--- src/rtl/fnn_pkg.sv ---
// Shared types and defaults for the output layer.
// Holds the controller state encoding, default score geometry and the index-width helper.
package fnn_pkg;

   localparam int FNN_SCORE_W     = 47;
   localparam int FNN_NUM_CLASSES = 10;

   typedef enum logic [1:0] {
      IDLE,
      FETCH,
      DRAIN,
      HOLD
   } ctrl_state_t;

   // Bits needed to address n entries, never less than one.
   function automatic int idx_width(input int n);
      int w;
      w = 1;
      while ((1 << w) < n) begin
         w = w + 1;
      end
      return w;
   endfunction

endpackage

--- src/rtl/argmax_tracker.sv ---
// Running argmax over a stream of signed scores; the first score of a run loads unconditionally.
// Optional runner-up tracking and margin output under MARGIN_OUT_EN.
module argmax_tracker
   import fnn_pkg::*;
#(
   parameter int DATA_W = FNN_SCORE_W,
   parameter int IDX_W  = 4
) (
   input  logic              clk,
   input  logic              reset,
   input  logic              valid,
   input  logic              first,
   input  logic [DATA_W-1:0] score,
   input  logic [IDX_W-1:0]  idx,
   output logic [DATA_W-1:0] max_score,
   output logic [IDX_W-1:0]  class_idx
`ifdef MARGIN_OUT_EN
   ,
   output logic [DATA_W:0]   margin
`endif
);

   logic beats_max;

   // Strictly greater only, so an equal later score never displaces a lower index.
   assign beats_max = $signed(score) > $signed(max_score);

   always_ff @(posedge clk) begin
      if (reset) begin
         max_score <= '0;
         class_idx <= '0;
      end else if (valid && (first || beats_max)) begin
         max_score <= score;
         class_idx <= idx;
      end
   end

`ifdef MARGIN_OUT_EN
   logic [DATA_W-1:0] runner_up;
   logic              runner_vld;
   logic              beats_runner;

   assign beats_runner = !runner_vld || ($signed(score) > $signed(runner_up));

   always_ff @(posedge clk) begin
      if (reset) begin
         runner_up  <= '0;
         runner_vld <= 1'b0;
      end else if (valid) begin
         if (first) begin
            runner_vld <= 1'b0;
         end else if (beats_max) begin
            runner_up  <= max_score;
            runner_vld <= 1'b1;
         end else if (beats_runner) begin
            runner_up  <= score;
            runner_vld <= 1'b1;
         end
      end
   end

   // Sign-extended subtract; max is never below runner-up, so the result is non-negative.
   assign margin = runner_vld ?
                   ({max_score[DATA_W-1], max_score} - {runner_up[DATA_W-1], runner_up}) :
                   '0;
`endif

endmodule

--- src/rtl/output_argmax_controller.sv ---
// Streams NUM_CLASSES scores from the score buffer into an argmax and offers the winner on valid/ready.
// Optional margin output (max minus runner-up) is enabled by defining MARGIN_OUT_EN.
module output_argmax_controller
   import fnn_pkg::*;
#(
   parameter int DATA_W      = FNN_SCORE_W,
   parameter int NUM_CLASSES = FNN_NUM_CLASSES,
   parameter int IDX_W       = idx_width(NUM_CLASSES)
) (
   input  logic              clk,
   input  logic              reset,
   input  logic              start,
   output logic              busy,
   output logic              rd_en,
   output logic [IDX_W-1:0]  rd_addr,
   input  logic [DATA_W-1:0] rd_data,
   output logic              result_valid,
   input  logic              result_ready,
   output logic [IDX_W-1:0]  class_idx,
   output logic [DATA_W-1:0] max_score
`ifdef MARGIN_OUT_EN
   ,
   output logic [DATA_W:0]   margin
`endif
);

   localparam logic [IDX_W-1:0] LAST_IDX = IDX_W'(NUM_CLASSES - 1);

   ctrl_state_t      state;
   ctrl_state_t      state_nxt;
   logic             rd_vld;
   logic [IDX_W-1:0] rd_idx;
   logic             last_vld;

   // rd_vld/rd_idx follow the read strobe by one cycle to line up with rd_data;
   // last_vld marks that the final score has been folded into the tracker.
   always_ff @(posedge clk) begin
      if (reset) begin
         state    <= IDLE;
         rd_addr  <= '0;
         rd_vld   <= 1'b0;
         rd_idx   <= '0;
         last_vld <= 1'b0;
      end else begin
         state    <= state_nxt;
         rd_vld   <= rd_en;
         rd_idx   <= rd_addr;
         last_vld <= rd_vld && (rd_idx == LAST_IDX);
         if (state == IDLE && start) begin
            rd_addr <= '0;
         end else if (state == FETCH && rd_addr != LAST_IDX) begin
            rd_addr <= rd_addr + 1'b1;
         end
      end
   end

   always_comb begin
      state_nxt    = state;
      busy         = 1'b1;
      rd_en        = 1'b0;
      result_valid = 1'b0;
      case (state)
         IDLE: begin
            busy = 1'b0;
            if (start) begin
               state_nxt = FETCH;
            end
         end
         FETCH: begin
            rd_en = 1'b1;
            if (rd_addr == LAST_IDX) begin
               state_nxt = DRAIN;
            end
         end
         DRAIN: begin
            if (last_vld) begin
               state_nxt = HOLD;
            end
         end
         HOLD: begin
            result_valid = 1'b1;
            if (result_ready) begin
               state_nxt = IDLE;
            end
         end
         default: begin
            state_nxt = IDLE;
         end
      endcase
   end

   argmax_tracker #(
      .DATA_W (DATA_W),
      .IDX_W  (IDX_W)
   ) u_tracker (
      .clk       (clk),
      .reset     (reset),
      .valid     (rd_vld),
      .first     (rd_idx == '0),
      .score     (rd_data),
      .idx       (rd_idx),
      .max_score (max_score),
      .class_idx (class_idx)
`ifdef MARGIN_OUT_EN
      ,
      .margin    (margin)
`endif
   );

endmodule
--- config.mk ---
export PLATFORM = sky130hd
export DESIGN_NAME = output_argmax_controller
export DESIGN_NICKNAME = d
export VERILOG_FILES = /design/src/rtl/fnn_pkg.sv /design/src/rtl/argmax_tracker.sv /design/src/rtl/output_argmax_controller.sv
export SDC_FILE = /design/constraint.sdc
export NUM_CORES = 1
export LEC_CHECK = 0
export CAP_MARGIN = 5
export CORE_MARGIN = 1
export CORE_UTILIZATION = 44
export DETAILED_ROUTE_END_ITERATION = 10
export PLACE_DENSITY = 0.84
export SLEW_MARGIN = 20
export SYNTH_ARGS = -nofsm -noshare
export SYNTH_HDL_FRONTEND = slang
export SYNTH_SLANG_ARGS = --single-unit
export TNS_END_PERCENT = 5
--- constraint.sdc ---
create_clock -name clk -period 2.9 [get_ports clk]
set_input_delay 0.58 -clock clk [delete_from_list [all_inputs] [get_ports clk]]
set_output_delay 0.58 -clock clk [all_outputs]
set_load 0.01 [all_outputs]
==> impl_metrics.yaml <==
global_routing:
  grt_pass1_wl_mm: 16.6
  grt_remaining_overflow: 0
  track_usage_pct: 22.9
  antenna_found_initial: 1
  grt_pass1_vias: 3765
  grt_start_max_net_pins: 67
final_layout:
  nets: 703
  regArea_sq_um: 1260
  multiInputGateArea_sq_um: 3070
  final_cell_mix: "clkdlybuf4s50_1 (72), dfxtp_1 (63), inv_1 (55)"
  nFillCells: 549
  final_common_cell: "clkdlybuf4s50_1"
  drive_gt1_share_pct: 24.7
  synthToLayoutAreaGrowth_pct: 69.3
sta:
  tns_ns: -0.184
  setup_viol: 7
  finalHoldViolCount: 0
  finClkSkew_ns: 0.00970
  rsz0062_at_grt: "yes"
  layout_setup_ws_ns: -0.119
  fin_crit_ns: 3.02
  relSlewSlack_pct: 54.9
  period_share_pct: 104
  whs_ns: 0.474
  worst_pin_slew_ns: 0.677
  slew_violations: 0
  fmax_mhz: 331
die:
  rows: 34
  die_area_sq_um: 9270
  core-area_sq_um: 8680
  start_util_pct: 45.1
  fp.dieW_um: 96.3
  io_pins: 109
  die_h_um: 96.3
setup_path:
  reg2reg_to: "u_tracker.max_score[7]"
  reg2regPathDepth: 10
  cp_max_fo: 8
  start_kind: "input port"
  critical_path_arrival_ns: 3.24
  timing.reg2reg.setup_slack_ns: -0.08
  crit_type: "in2reg"
  critical_path_required_ns: 3.12
  endpoint_kind: "flop"
  crit-reg2reg-launch: "u_tracker.max_score[36]"
clocking:
  cts_hold_buf: 0
  clockBufferDepth: 2
  htree_levels: 3
  numCtsBuffers: 9
  clkTransAtPathRegs_ns: 0.08
  cts_tree: "built"
  cts_sinks: 63
  insertion_delay_ns: 0.35
  cts-root-buf: "clkbuf_8"
worst_hold_path:
  min_from: "rd_idx[2]"
  min_to: "u_tracker.class_idx[2]"
  hold_depth: 2
  hold_class: "reg2reg"
placed_design:
  gp_congestion: 0.761
  post-dp-hpwl_mm: 7.03
  port_buffers: 108
  place_ws_ns: -0.821
synthesis:
  ys_seq_area_share_pct: 32.2
  yosysWarnings: 0
  synthCells: 462
  synth_area_per_cell_sq_um: 8.47
  synthArstFlopShare_pct: 0
  synth_edf_count: 0
  synth.cell_area_sq_um: 3910
  synthesis.nets: 567
  synth-main-ff-cell: "dfxtp_1"
  synth_cell_types: 34
  synth_seq_cells: 63
pwr:
  peakVddDrop_uv: 506
  power.density_nw_per_um2: 653
  power_frac_comb_pct: 53.2
  power.total_mw: 4.33
  power.net_switching_mw: 1.64
  p_leak_nw: 2.70
  p_clk_share_pct: 20.2
  p_sw_share_pct: 38.0
  pwr-share-seq_pct: 26.6
  p_int_mw: 2.68
routing:
  ant_nets: 0
  drc_errors: 0
  drt_first_iter_violations: 161
  wire_per_inst_um: 19.0
  dr.pass1.iters: 5
  via_per_inst: 5.96
  wl_mm: 13.5
  vias: 4242
outcome:
  violations: "setup timing"
  status: "complete, but fails checks"
flow_run:
  maxCapViolations: 0
==> how the worst max path moves through the flow <==
stage | slack, ns | end | startpoint
after floorplan | 0.18 | u_tracker.max_score[10] | rd_data[32]
after global placement | -0.66 | u_tracker.class_idx[2] | rd_data[32]
after detailed placement | -0.82 | u_tracker.max_score[24] | rd_data[32]
after CTS | 0.02 | u_tracker.max_score[24] | rd_data[40]
after global routing | -0.17 | u_tracker.max_score[7] | rd_data[0]
final | -0.12 | u_tracker.max_score[7] | rd_data[8]
==> repair_timing <==
action	in CTS	in global routing
setup endpoints to repair	51	51
pin swaps	41	28
setup buffers	12	3
cloned	2	9
resized for setup	66	83
==> Yosys cell counts (3+ instances only) <==
library cell,number,area share (%)
buf_2,4,0.51
ha_1,54,17
buf_4,4,0.77
nand4_1,8,1.3
mux2i_1,7,1.8
clkbuf_1,23,2.2
nand2b_1,10,1.6
a21oi_1,18,2.3
o41ai_1,46,10
xor2_1,3,0.67
o21ai_1,38,4.9
a21o_1,4,0.77
a221oi_1,3,0.67
nand2_1,13,1.2
nor2b_1,50,8.0
nand3_1,9,1.2
nor2_1,17,1.6
dfxtp_1,63,32
o21ai_0,14,1.8
inv_1,55,5.3
==> through the flow <==
step / utilization, % / instance area [sq um] / instances
after floorplan: - / 3910 / 462
after global placement: 60.8 / 5280 / 669
after detailed placement: 60.8 / 5280 / 669
after CTS: 68.6 / 5950 / 699
after global routing: 76.3 / 6620 / 712
final: 76.3 / 6620 / 712
==> cells by family after synthesis <==
logic type / Yosys count / synth area share [%]
compound gates: 133 / 22.8
simple gates: 115 / 16.4
buf+inv: 87 / 8.86
flops: 63 / 32.2
fa+ha+maj: 54 / 17.3
mux: 7 / 1.79
xor+xnor: 3 / 0.672
==> power by group through the flow <==
| stage | logic [mW] | clock network, mW | registers [mW] |
|---|---|---|---|
| after floorplan | 0.816 | 0 | 1.22 |
| after global placement | 1.56 | 0 | 1.16 |
| after detailed placement | 1.61 | 0 | 1.17 |
| after CTS | 1.84 | 0.873 | 1.15 |
| after global routing | 2.46 | 0.916 | 1.17 |
| final | 2.30 | 0.873 | 1.15 |
==> critical path, cell delays in order <==
cell and delay, ns:
clkdlybuf4s50_1 0.43, ha_1 0.34, a21o_1 0.20, nand3_1 0.08, a21oi_1 0.10, a2111oi_2 0.30, buf_4 0.17, o21ai_2 0.06
mux2i_4 0.23, buf_6 0.18, clkbuf_16 0.17, o41ai_1 0.39
==> area by class of cell <==
cell class	instances	area share, %
Timing Repair Buffer	156	26.0
Antenna cell	1	0.0378
Clock buffer	9	1.87
Inverter	55	3.12
Clock inverter	7	1.47
Tap cell	108	2.04
Sequential cell	63	19.0
Multi-Input combinational cell	313	46.4
==> per-layer routing <==
metal	GRT usage (%)	vias to the layer above	share of wire [%]
li1	-	1952	-
met1	27.2	2062	39
met2	40.4	178	52
met3	5.29	50	5.6
met4	7.46	0	3.4
met5	0	-	0
==> state kept, by name (all words and copies together), names as in the netlist <==
register / flops
last_vld: 1
state: 2
u_tracker.max_score: 47
rd_idx: 4
u_tracker.class_idx: 4
rd_vld: 1
rd_addr: 4
No activity file was read; power rests on OpenSTA's default activity.
